--- src/rtl/elevator.sv ---
// Single-car SCAN elevator controller: latches floor requests into a pending vector,
// steps the car one floor per FLOOR_CYCLES clocks and holds the door for DOOR_CYCLES clocks.
module elevator #(
  parameter int NUM_FLOORS   = 16,
  parameter int FLOOR_CYCLES = 2,
  parameter int DOOR_CYCLES  = 3
) (
  input  logic [3:0]  req_floor,
  input  logic        clk,
  input  logic        rst,
  output logic [3:0]  current_floor,
  output logic [15:0] pending,
  output logic        moving,
  output logic        dir_up,
  output logic        door_open
);

  typedef enum logic [1:0] {ST_IDLE, ST_MOVE_UP, ST_MOVE_DOWN, ST_DOOR_OPEN} state_t;

  state_t      r_state, w_state_nxt;
  logic [3:0]  r_floor, w_floor_nxt;
  logic [15:0] r_pending, w_pending_nxt, w_set, w_clr;
  logic        r_dir_up, w_dir_nxt;
  logic [15:0] r_travel_cnt, w_travel_nxt;
  logic [15:0] r_door_cnt, w_door_nxt;
  logic        r_moving, r_door_open;
  logic [3:0]  w_step_floor;
  logic        w_above, w_below, w_above_s, w_below_s, w_at_top, w_at_bottom;

  function automatic logic any_above(input logic [15:0] p, input logic [3:0] f);
    any_above = 1'b0;
    for (int i = 0; i < 16; i++)
      if (p[i] && (4'(i) > f)) any_above = 1'b1;
  endfunction

  function automatic logic any_below(input logic [15:0] p, input logic [3:0] f);
    any_below = 1'b0;
    for (int i = 0; i < 16; i++)
      if (p[i] && (4'(i) < f)) any_below = 1'b1;
  endfunction

  always_comb begin
    w_state_nxt  = r_state;
    w_floor_nxt  = r_floor;
    w_dir_nxt    = r_dir_up;
    w_travel_nxt = r_travel_cnt;
    w_door_nxt   = r_door_cnt;
    w_set        = '0;
    w_clr        = '0;
    w_at_top     = (int'(r_floor) >= NUM_FLOORS - 1);
    w_at_bottom  = (r_floor == 4'd0);
    w_step_floor = r_floor;
    if (r_state == ST_MOVE_UP && !w_at_top)
      w_step_floor = r_floor + 4'd1;
    else if (r_state == ST_MOVE_DOWN && !w_at_bottom)
      w_step_floor = r_floor - 4'd1;
    w_above   = any_above(r_pending, r_floor);
    w_below   = any_below(r_pending, r_floor);
    w_above_s = any_above(r_pending, w_step_floor);
    w_below_s = any_below(r_pending, w_step_floor);

    // A request for the floor the car is parked at (door open or idle) is already served.
    if (int'(req_floor) < NUM_FLOORS &&
        !(req_floor == r_floor && (r_state == ST_IDLE || r_state == ST_DOOR_OPEN)))
      w_set[req_floor] = 1'b1;

    case (r_state)
      ST_IDLE: begin
        w_travel_nxt = '0;
        w_door_nxt   = '0;
        if (w_above && (r_dir_up || !w_below)) begin
          w_state_nxt = ST_MOVE_UP;
          w_dir_nxt   = 1'b1;
        end else if (w_below) begin
          w_state_nxt = ST_MOVE_DOWN;
          w_dir_nxt   = 1'b0;
        end
      end
      ST_MOVE_UP, ST_MOVE_DOWN: begin
        if (r_travel_cnt == 16'(FLOOR_CYCLES - 1)) begin
          w_travel_nxt = '0;
          w_floor_nxt  = w_step_floor;
          if (r_pending[w_step_floor]) begin
            w_clr[w_step_floor] = 1'b1;
            w_state_nxt         = ST_DOOR_OPEN;
            w_door_nxt          = '0;
          end else if (r_state == ST_MOVE_UP ? w_above_s : w_below_s) begin
            w_state_nxt = r_state;
          end else if (r_state == ST_MOVE_UP ? w_below_s : w_above_s) begin
            w_state_nxt = (r_state == ST_MOVE_UP) ? ST_MOVE_DOWN : ST_MOVE_UP;
            w_dir_nxt   = ~r_dir_up;
          end else begin
            w_state_nxt = ST_IDLE;
          end
        end else begin
          w_travel_nxt = r_travel_cnt + 16'd1;
        end
      end
      ST_DOOR_OPEN: begin
        if (r_door_cnt == 16'(DOOR_CYCLES - 1)) begin
          w_door_nxt = '0;
          if (r_dir_up && w_above) begin
            w_state_nxt = ST_MOVE_UP;
          end else if (!r_dir_up && w_below) begin
            w_state_nxt = ST_MOVE_DOWN;
          end else if (w_above) begin
            w_state_nxt = ST_MOVE_UP;
            w_dir_nxt   = 1'b1;
          end else if (w_below) begin
            w_state_nxt = ST_MOVE_DOWN;
            w_dir_nxt   = 1'b0;
          end else begin
            w_state_nxt = ST_IDLE;
          end
        end else begin
          w_door_nxt = r_door_cnt + 16'd1;
        end
      end
      default: w_state_nxt = ST_IDLE;
    endcase

    // The arrival clear wins over a same-cycle request for that floor.
    w_pending_nxt = (r_pending | w_set) & ~w_clr;
  end

  always_ff @(posedge clk) begin
    if (rst) begin
      r_state      <= ST_IDLE;
      r_floor      <= '0;
      r_pending    <= '0;
      r_dir_up     <= 1'b1;
      r_travel_cnt <= '0;
      r_door_cnt   <= '0;
      r_moving     <= 1'b0;
      r_door_open  <= 1'b0;
    end else begin
      r_state      <= w_state_nxt;
      r_floor      <= w_floor_nxt;
      r_pending    <= w_pending_nxt;
      r_dir_up     <= w_dir_nxt;
      r_travel_cnt <= w_travel_nxt;
      r_door_cnt   <= w_door_nxt;
      r_moving     <= (w_state_nxt == ST_MOVE_UP) || (w_state_nxt == ST_MOVE_DOWN);
      r_door_open  <= (w_state_nxt == ST_DOOR_OPEN);
    end
  end

  assign current_floor = r_floor;
  assign pending       = r_pending;
  assign moving        = r_moving;
  assign dir_up        = r_dir_up;
  assign door_open     = r_door_open;

endmodule

--- config.mk ---
export PLATFORM = sky130hd
export DESIGN_NAME = elevator
export DESIGN_NICKNAME = d
export VERILOG_FILES = /design/src/rtl/elevator.sv
export SDC_FILE = /design/constraint.sdc
export NUM_CORES = 1
export LEC_CHECK = 0
export ABC_CLOCK_PERIOD_IN_PS = 9030
export CAP_MARGIN = 5
export CORE_MARGIN = 1
export CORE_UTILIZATION = 49
export DETAILED_ROUTE_END_ITERATION = 12
export PLACE_DENSITY = 0.68
export SLEW_MARGIN = 20
export SYNTH_ARGS = -nofsm -noshare
export SYNTH_HDL_FRONTEND = slang
export SYNTH_SLANG_ARGS = --single-unit
--- constraint.sdc ---
create_clock -name clk -period 9.03 [get_ports clk]
set_clock_uncertainty 0.05 [all_clocks]
set_input_delay 1.3545 -clock clk [delete_from_list [all_inputs] [get_ports clk]]
set_output_delay 1.3545 -clock clk [all_outputs]
set_load 0.02 [all_outputs]
# Word-level counts from Yosys, hierarchy flattened
# Index checks and enable logic that the tools add are counted.
[classes] n_addsub=4 n_mul=0 n_div=0 n_lt_le_gt_ge=69 eq_ne=17 shifts=0 muxes=108 bitwise=4 n_reduce_logical=86
[op_table] op="$mux W16" count=8
[op_table] op="$mux W1" count=79
[op_table] op="$logic_and A1 B1 Y1" count=72
[op_table] op="$gt A4 B4 Y1 const A" count=16
[op_table] op="$lt A4 B4 Y1 const A" count=16
[op_table] op="$pmux W16 S3" count=1
[op_table] op="$add A16 B1 Y16 const B" count=2
[op_table] op="$gt A3 B4 Y1 const A" count=8
[op_table] op="$lt A3 B4 Y1 const A" count=8
[op_table] op="$pmux W16 S2" count=1
[op_table] op="$mux W2" count=12
[op_table] op="$and A16 B16 Y16" count=1
[op_table] op="$eq A16 B1 Y1 const B" count=1
[op_table] op="$eq A16 B2 Y1 const B" count=1
[op_table] op="$gt A1 B4 Y1 const A" count=4
[op_table] op="$gt A2 B4 Y1 const A" count=4
[op_table] op="$lt A1 B4 Y1 const A" count=4
[op_table] op="$lt A2 B4 Y1 const A" count=4
[op_table] op="$not A16 Y16" count=1
[op_table] op="$or A16 B16 Y16" count=1
[op_table] op="$ne A2 B2 Y1 const B" count=7
[op_table] op="$lt A4 B5 Y1 const B" count=2
[op_table] op="$demux W1 S4" count=2
[op_table] op="$eq A2 B2 Y1 const B" count=4
[op_table] op="other kinds (20)" count=29
[totals] register_bits=57 latch_bits=0 mem_bits_rw=0 mem_bits_ro=0 input_bits=6 out_inout_bits=23 elab_cells=296 mem_count=0

# Longest topological paths before layout
# Gate-level depths: netlist (run 1).
[depth] word_depth=31 ltp_mapped=17

# Least setup slack after synthesis (run 1)
# OpenSTA, ideal clock, no wires.
[synth_path] path_type="reg2reg" from="register r_floor[0], in the netlist current_floor[0]" to="register r_moving, in the netlist moving" setup_time_ps=121 t_arrival_ps=3743 setup_slack_ps=5116 path_stages_with_launch=17 period_less_slack_ps=3914 cell_sequence="dfxtp_1 > buf_2 > inv_2 > ha_1 > buf_2 > nor4bb_1 > o21ai_1 > and2_1 > buf_2 > o21ai_1 > a2111oi_0 > a31oi_1 > or4b_1 > a31oi_1 > or2_1 > ha_1 > nor2b_1"
[synth_between] elab_chain_cells=31 elab_cells_between_ends=226
[synth_lines] item="start, declared" line="21" text="logic [3:0] r_floor, w_floor_nxt;"
[synth_lines] item="start signal, assigned" line="138" text="r_floor <= w_floor_nxt;"
[synth_lines] item="branches (longest 28 deep; another with $sub A4 B1 Y4)"
[synth_lines] item="$pmux W2 S3 (*)" line="67" text="case (r_state)"
[synth_lines] item="net w_state_nxt[0]" line="20" text="state_t r_state, w_state_nxt;"
[synth_lines] item="$eq A2 B1 Y1 / $eq A2 B2 Y1 (equally long branches)" line="143" text="r_moving <= (w_state_nxt == ST_MOVE_UP) || (w_state_nxt == ST_MOVE_DOWN);"
[synth_lines] item="$logic_or A1 B1 Y1 (*)" line="143"
[synth_lines] item="end signal, assigned" line="143"
[synth_lines] item="end, declared" line="26" text="logic r_moving, r_door_open;"
# Mark *: on every way through the listed nets, which the timed path passes. The select of a mux whose other input is x is not followed.
# A chain may end at the register's enable or synchronous reset.

# Final worst setup path (run 1)
[layout_path] from="register r_floor[1], in the netlist current_floor[1]" to="register r_moving, in the netlist moving"
# The elaborated chain is that of the path after synthesis.

==> flow_metrics.env, run 1 <==
export IMPL_run_status="finished clean"
export IMPL_first_pass_grt_wire_length_mm=20.4
export IMPL_route_vias_total=4312
export IMPL_clock_sink_count=57
export IMPL_gpl_final_weighted_congestion=0.997
export IMPL_ys_dominant_reg_cell="sky130_fd_sc_hd__dfxtp_1"
export IMPL_gr_usage_all_layers=0.296
export IMPL_clk_latency_ps=350
export IMPL_final_common_cell="sky130_fd_sc_hd__a21oi_1"
export IMPL_max_cap_viol_count=0
export IMPL_grt_max_degree=44
export IMPL_insertedDiodeCount=0
export IMPL_syn_avg_cell_area_um2=7.58
export IMPL_number_of_global_route_vias_before_repair=3907
export IMPL_netlist_instances=553
export IMPL_post_route_min_period_ps=4630
export IMPL_wire_length_reported_by_the_detailed_router_mm=12.5
export IMPL_die_area_um2=8930
export IMPL_chipHeight_um=94.5
export IMPL_h_tree_depth=3
export IMPL_clk_root_buffer_cell="sky130_fd_sc_hd__clkbuf_8"
export IMPL_yosys_register_bits=57
export IMPL_power_ir_vdd_worst_mv=0.148
export IMPL_drcViolationCount=0
export IMPL_hpwl_mm=8.62
export IMPL_vias_per_cell=6.55
export IMPL_required_time_reported_for_the_critical_path_endpoint_ps=9190
export IMPL_yosysSeqAreaShare=0.272
export IMPL_hold_path_class="register to register"
export IMPL_detail_route_wl_per_cell_um=19.0
export IMPL_buffer_ports_inserted=28
export IMPL_final_min_period_over_clock_period=0.512
export IMPL_fin_nets=568
export IMPL_async_reset_ff_frac=0
export IMPL_mappedNetlistNets=573
export IMPL_post_synthesis_instance_area_um2=4190
export IMPL_initial_core_util=0.507
export IMPL_timing_slew_headroom=0.324
export IMPL_die_width_um=94.5
export IMPL_highest_attainable_clock_frequency_ghz=0.216
export IMPL_p_leak_nw=1.54
export IMPL_pins_over_slew_limit=0
export IMPL_cp_max_fo=16
export IMPL_globalRoute_totalOverflow=0
export IMPL_setup_viol=0
export IMPL_nFillCells=799
export IMPL_tritoncts="yes"
export IMPL_cp_start_kind="register"
export IMPL_cts_setup_buffers=0
export IMPL_power_density_nw_per_um2=218
export IMPL_final_hold_viol_count=0
export IMPL_grt_setup_unrepaired="no"
export IMPL_antenna_violations_before_repair=0
export IMPL_clock_transition_at_path_regs_ps=80
export IMPL_cts_hold_buffers_added=0
export IMPL_drtPass1Iterations=5
export IMPL_ant_nets=0
export IMPL_ctsLongestPathBuffers=2
export IMPL_clock_buffers_created_by_tritoncts=9
export IMPL_drt_first_iter_violations=296
export IMPL_timing_hold_ws_ps=443
export IMPL_synth_enable_flop_cells=0
export IMPL_ys_types=82
export IMPL_core_box_area_um2=8260
export IMPL_worst_endpoint_arrival_ps=4790
export IMPL_timing_setup_critical_path_class="register to register"
export IMPL_postCtsResizedCells=0
export IMPL_number_of_rows_created_at_floorplan=33
export IMPL_i_o_pins=29
export IMPL_setup_tns_final_ps=0
export IMPL_area_delta_synth_final_pct=9.02
export IMPL_most_used_cells_in_the_layout_excluding_fill_and_tap_cells="sky130_fd_sc_hd__a21oi_1, sky130_fd_sc_hd__nor2_1, sky130_fd_sc_hd__dfxtp_1"
export IMPL_ys_warnings_count=0
export IMPL_layout_drive_gt1_share=0.0705
export IMPL_critPathCaptureType="register"
export IMPL_worst_slew_pin_transition_ps=1010
kinds of logic after synthesis:
kind of cell | after synthesis | synth area share
AOI/OAI and AO/OA | 188 | 0.300
buffers and inverters | 67 | 0.0735
xor gates and xnor gates | 20 | 0.0436
muxes | 2 | 0.00478
DFF | 57 | 0.272
and+or+nand+nor | 204 | 0.262
adders and majority gates | 15 | 0.0442
area by class of cell:
type                            count  area (µm²)  area share
Timing Repair Buffer               30         295      0.0646
Sequential cell                    57        1140       0.250
Clock inverter                      7        56.3      0.0123
Tap cell                          105         131      0.0288
Clock buffer                        9         124      0.0271
Inverter                           21        78.8      0.0173
Multi-Input combinational cell    429        2740       0.600
synth_stat cells, types with 4 or more instances:
cell,number,area (µm²)
sky130_fd_sc_hd__o22ai_1,4,25.0
sky130_fd_sc_hd__o21ai_0,28,140
sky130_fd_sc_hd__ha_1,14,175
sky130_fd_sc_hd__or2_2,4,25.0
sky130_fd_sc_hd__a211oi_1,20,150
sky130_fd_sc_hd__inv_1,19,71.3
sky130_fd_sc_hd__and2_1,6,37.5
sky130_fd_sc_hd__buf_1,4,15.0
sky130_fd_sc_hd__nor2b_1,8,50.1
sky130_fd_sc_hd__nor4_1,9,56.3
sky130_fd_sc_hd__or4_1,5,37.5
sky130_fd_sc_hd__a21o_1,6,45.0
sky130_fd_sc_hd__xnor2_1,7,61.3
sky130_fd_sc_hd__o21a_1,4,30.0
sky130_fd_sc_hd__buf_6,6,67.6
sky130_fd_sc_hd__nor3_1,23,115
sky130_fd_sc_hd__and3_1,8,50.1
sky130_fd_sc_hd__nand4_1,8,50.1
sky130_fd_sc_hd__dfxtp_1,57,1140
sky130_fd_sc_hd__buf_2,8,40.0
sky130_fd_sc_hd__xor2_1,12,105
sky130_fd_sc_hd__a31oi_1,11,68.8
sky130_fd_sc_hd__nand4b_1,5,43.8
sky130_fd_sc_hd__nand2_1,28,105
sky130_fd_sc_hd__nor2_1,59,221
sky130_fd_sc_hd__clkbuf_1,27,101
sky130_fd_sc_hd__a21oi_1,60,300
sky130_fd_sc_hd__nand3_1,18,90.1
sky130_fd_sc_hd__a311oi_1,4,35.0
flip-flops by register name (all words and copies together), names as in the netlist:
register / flops
pending: 16
current_floor: 4
moving: 1
door_open: 1
dir_up: 1
r_door_cnt: 16
r_state: 2
r_travel_cnt: 16
per-stage QoR:
stage | cell area [µm²] | total power [mW] | std cells | utilization | setup WS (ps)
floorplan | 4190 | 0.673 | 553 | - | 5120
global placement | 4390 | 0.768 | 642 | 0.531 | 4630
detailed placement | 4390 | 0.770 | 642 | 0.531 | 4480
CTS | 4570 | 0.995 | 658 | 0.553 | 4450
global route | 4570 | 1.07 | 658 | 0.553 | 4060
finish | 4570 | 0.998 | 658 | 0.553 | 4400
metal layers:
metal	share of wire	global-route usage	up-vias	routed length [µm]
li1	-	-	2036	-
met1	0.46	0.425	2040	5760
met2	0.44	0.429	201	5470
met3	0.077	0.0644	35	957
met4	0.024	0.116	0	306
met5	0	0	-	0
critical path, stage by stage (launching register included):
cell	delay, ps
sky130_fd_sc_hd__dfxtp_1	720
sky130_fd_sc_hd__ha_1	560
sky130_fd_sc_hd__and4b_4	340
sky130_fd_sc_hd__nor3_4	70
sky130_fd_sc_hd__xnor2_1	800
sky130_fd_sc_hd__nor2_1	170
sky130_fd_sc_hd__a22o_1	230
sky130_fd_sc_hd__o311ai_1	370
sky130_fd_sc_hd__o21a_1	280
sky130_fd_sc_hd__o31a_1	160
sky130_fd_sc_hd__a31oi_1	90
sky130_fd_sc_hd__or2_1	240
sky130_fd_sc_hd__ha_1	280
sky130_fd_sc_hd__nor2b_1	120
path summary, 6_finish.rpt:
kind	slack, ps	from	depth (start not counted)	endpoint
setup / recovery	4400	current_floor[1]$_SDFFE_PP0P_	13	moving$_SDFF_PP0_
hold / removal	440	r_door_cnt[0]$_SDFFE_PP0P_	2	r_door_cnt[0]$_SDFFE_PP0P_
setup reg to reg	4400	current_floor[1]$_SDFFE_PP0P_	13	moving$_SDFF_PP0_
hold reg to reg	440	r_door_cnt[0]$_SDFFE_PP0P_	2	r_door_cnt[0]$_SDFFE_PP0P_
where the power goes:
part	leakage (nW)	switching, mW	internal, mW
registers	0.461	0.0343	0.267
clock network	0.0833	0.122	0.102
logic	0.992	0.305	0.167
(Power assumes the default switching activity.)
==> inputs of run 2 (changes only) <==
- ABC_CLOCK_PERIOD_IN_PS: 9030 -> 4610
- clock period: 9.03 -> 4.61 ns (I/O delays scaled with it)
==> run 2 against run 1 <==
Count of clock-buffer cells in the layout rose by 1. Flip-flop and latch count unchanged. Global-route usage fell by 0.67 points. Critical path depth unchanged. Routed wire length grew 1.3%. Critical endpoint unchanged. First-iteration DRC count up 38%. Sequential share of layout area decreased by 0.51 points. Cell area increased by 2.1%. Sequential power up 92%. Cell count up 1.5%. Combinational power increased by 110%. Die area is the same.
==> flow_metrics.env, run 2 (synthesized netlist as in run 1, its figures left out) <==
export IMPL_antenna_violations_before_repair=0
export IMPL_gpl_final_weighted_congestion=1.01
export IMPL_worst_slew_pin_transition_ps=1030
export IMPL_cp_cell_sequence="inv_1 > ha_2 > or3b_4 > a21oi_4 > o31a_1 > o21ai_1 > a2111oi_0 > a31oi_1 > or4b_1 > a31oi_1 > or2_1 > ha_1 > nor2b_1"
export IMPL_vias_per_cell=6.51
export IMPL_cell_count_post_placement=652
export IMPL_first_pass_grt_wire_length_mm=20.0
export IMPL_tritoncts="yes"
export IMPL_number_of_rows_created_at_floorplan=33
export IMPL_cp_start_kind="register"
export IMPL_clock_transition_at_path_regs_ps=90
export IMPL_buffer_ports_inserted=28
export IMPL_grt_max_degree=29
export IMPL_cp_max_fo=11
export IMPL_cp_slowest_stage_delay_ps=600
export IMPL_critPathCaptureType="register"
export IMPL_nFillCells=774
export IMPL_drtPass1Iterations=5
export IMPL_final_hold_viol_count=0
export IMPL_drcViolationCount=0
export IMPL_clk_latency_ps=350
export IMPL_final_min_period_over_clock_period=0.925
export IMPL_post_route_min_period_ps=4270
export IMPL_critical_path_slowest_cell="sky130_fd_sc_hd__or4b_1"
export IMPL_cts_setup_buffers=0
export IMPL_gr_usage_all_layers=0.290
export IMPL_fin_nets=578
export IMPL_detail_route_wl_per_cell_um=18.9
export IMPL_post_layout_nonfiller_instances=668
export IMPL_die_area_um2=8930
export IMPL_timing_critical_path_mode_cell="sky130_fd_sc_hd__a31oi_1"
export IMPL_worst_endpoint_arrival_ps=4420
export IMPL_clock_sink_count=57
export IMPL_initial_core_util=0.507
export IMPL_hpwl_mm=8.78
export IMPL_die_width_um=94.5
export IMPL_p_leak_nw=1.60
export IMPL_insertedDiodeCount=0
export IMPL_most_used_cells_in_the_layout_excluding_fill_and_tap_cells="sky130_fd_sc_hd__a21oi_1, sky130_fd_sc_hd__nor2_1, sky130_fd_sc_hd__dfxtp_1"
export IMPL_hold_path_class="register to register"
export IMPL_final_common_cell="sky130_fd_sc_hd__a21oi_1"
export IMPL_pins_over_slew_limit=0
export IMPL_power_density_nw_per_um2=436
export IMPL_setup_viol=0
export IMPL_wire_length_reported_by_the_detailed_router_mm=12.7
export IMPL_grt_setup_unrepaired="no"
export IMPL_chipHeight_um=94.5
export IMPL_i_o_pins=29
export IMPL_required_time_reported_for_the_critical_path_endpoint_ps=4760
export IMPL_highest_attainable_clock_frequency_ghz=0.234
export IMPL_timing_setup_critical_path_class="register to register"
export IMPL_power_ir_vdd_worst_mv=0.306
export IMPL_timing_slew_headroom=0.309
export IMPL_max_cap_viol_count=0
export IMPL_ctsLongestPathBuffers=2
export IMPL_globalRoute_totalOverflow=0
export IMPL_clk_root_buffer_cell="sky130_fd_sc_hd__clkbuf_8"
export IMPL_drt_first_iter_violations=407
export IMPL_setup_tns_final_ps=0
export IMPL_core_box_area_um2=8260
export IMPL_route_vias_total=4348
export IMPL_number_of_global_route_vias_before_repair=3850
export IMPL_clock_buffers_created_by_tritoncts=9
export IMPL_ant_nets=0
export IMPL_h_tree_depth=3
export IMPL_layout_drive_gt1_share=0.0888
export IMPL_area_delta_synth_final_pct=11.3
export IMPL_run_status="finished clean"
==> run 2: final timing paths <==
kind	from	end	slack (ps)	cells after the start
setup / recovery	current_floor[1]$_SDFFE_PP0P_	moving$_SDFF_PP0_	340	13
hold / removal	r_door_cnt[0]$_SDFFE_PP0P_	r_door_cnt[0]$_SDFFE_PP0P_	440	2
setup reg to reg	current_floor[1]$_SDFFE_PP0P_	moving$_SDFF_PP0_	340	13
hold reg to reg	r_door_cnt[0]$_SDFFE_PP0P_	r_door_cnt[0]$_SDFFE_PP0P_	440	2
==> run 2: power breakdown <==
group	switching (mW)	internal (mW)	leakage [nW]
registers	0.0533	0.523	0.461
clock network	0.235	0.252	0.0929
logic	0.624	0.346	1.04
total	0.913	1.12	1.60
==> run 2: critical path, delay by kind of cell, from the launching register on <==
kind	cells	cell delay [ps]
flops	1	350
compound gates	6	1630
fa+ha+maj	2	590
buf+inv	1	200
simple gates	4	1300
==> run 2: area by class of cell <==
class / count / area [µm²] / share of cell area
Clock buffer: 10 / 128 / 0.0274
Clock inverter: 6 / 67.6 / 0.0145
Sequential cell: 57 / 1140 / 0.245
Inverter: 21 / 78.8 / 0.0169
Tap cell: 105 / 131 / 0.0282
Timing Repair Buffer: 40 / 370 / 0.0794
Multi-Input combinational cell: 429 / 2750 / 0.589
==> run 2: timing repair <==
| action | 4_1_cts | 5_1_grt |
|---|---|---|
| hold buffers | 0 | 0 |
| setup endpoints to repair | 0 | 1 |
| resized for setup | 0 | 2 |
==> run 2: per-stage QoR <==
step | instance area, µm² | utilization | hold WS [ps] | power (mW) | setup slack (ps)
floorplan | 4190 | - | 408 | 1.32 | 696
global placement | 4460 | 0.540 | 419 | 1.53 | 317
detailed placement | 4460 | 0.540 | 431 | 1.53 | 349
CTS | 4660 | 0.564 | 441 | 2.01 | 304
global route | 4660 | 0.565 | 469 | 2.16 | 60.4
finish | 4660 | 0.565 | 437 | 2.03 | 345
==> run 2: per-layer routing <==
metal / track usage / vias to the layer above / wire length (µm)
met1: 0.429 / 2029 / 5810
li1: - / 2059 / -
met3: 0.0612 / 25 / 1170
met2: 0.406 / 235 / 5420
met5: 0 / - / 0
met4: 0.107 / 0 / 260
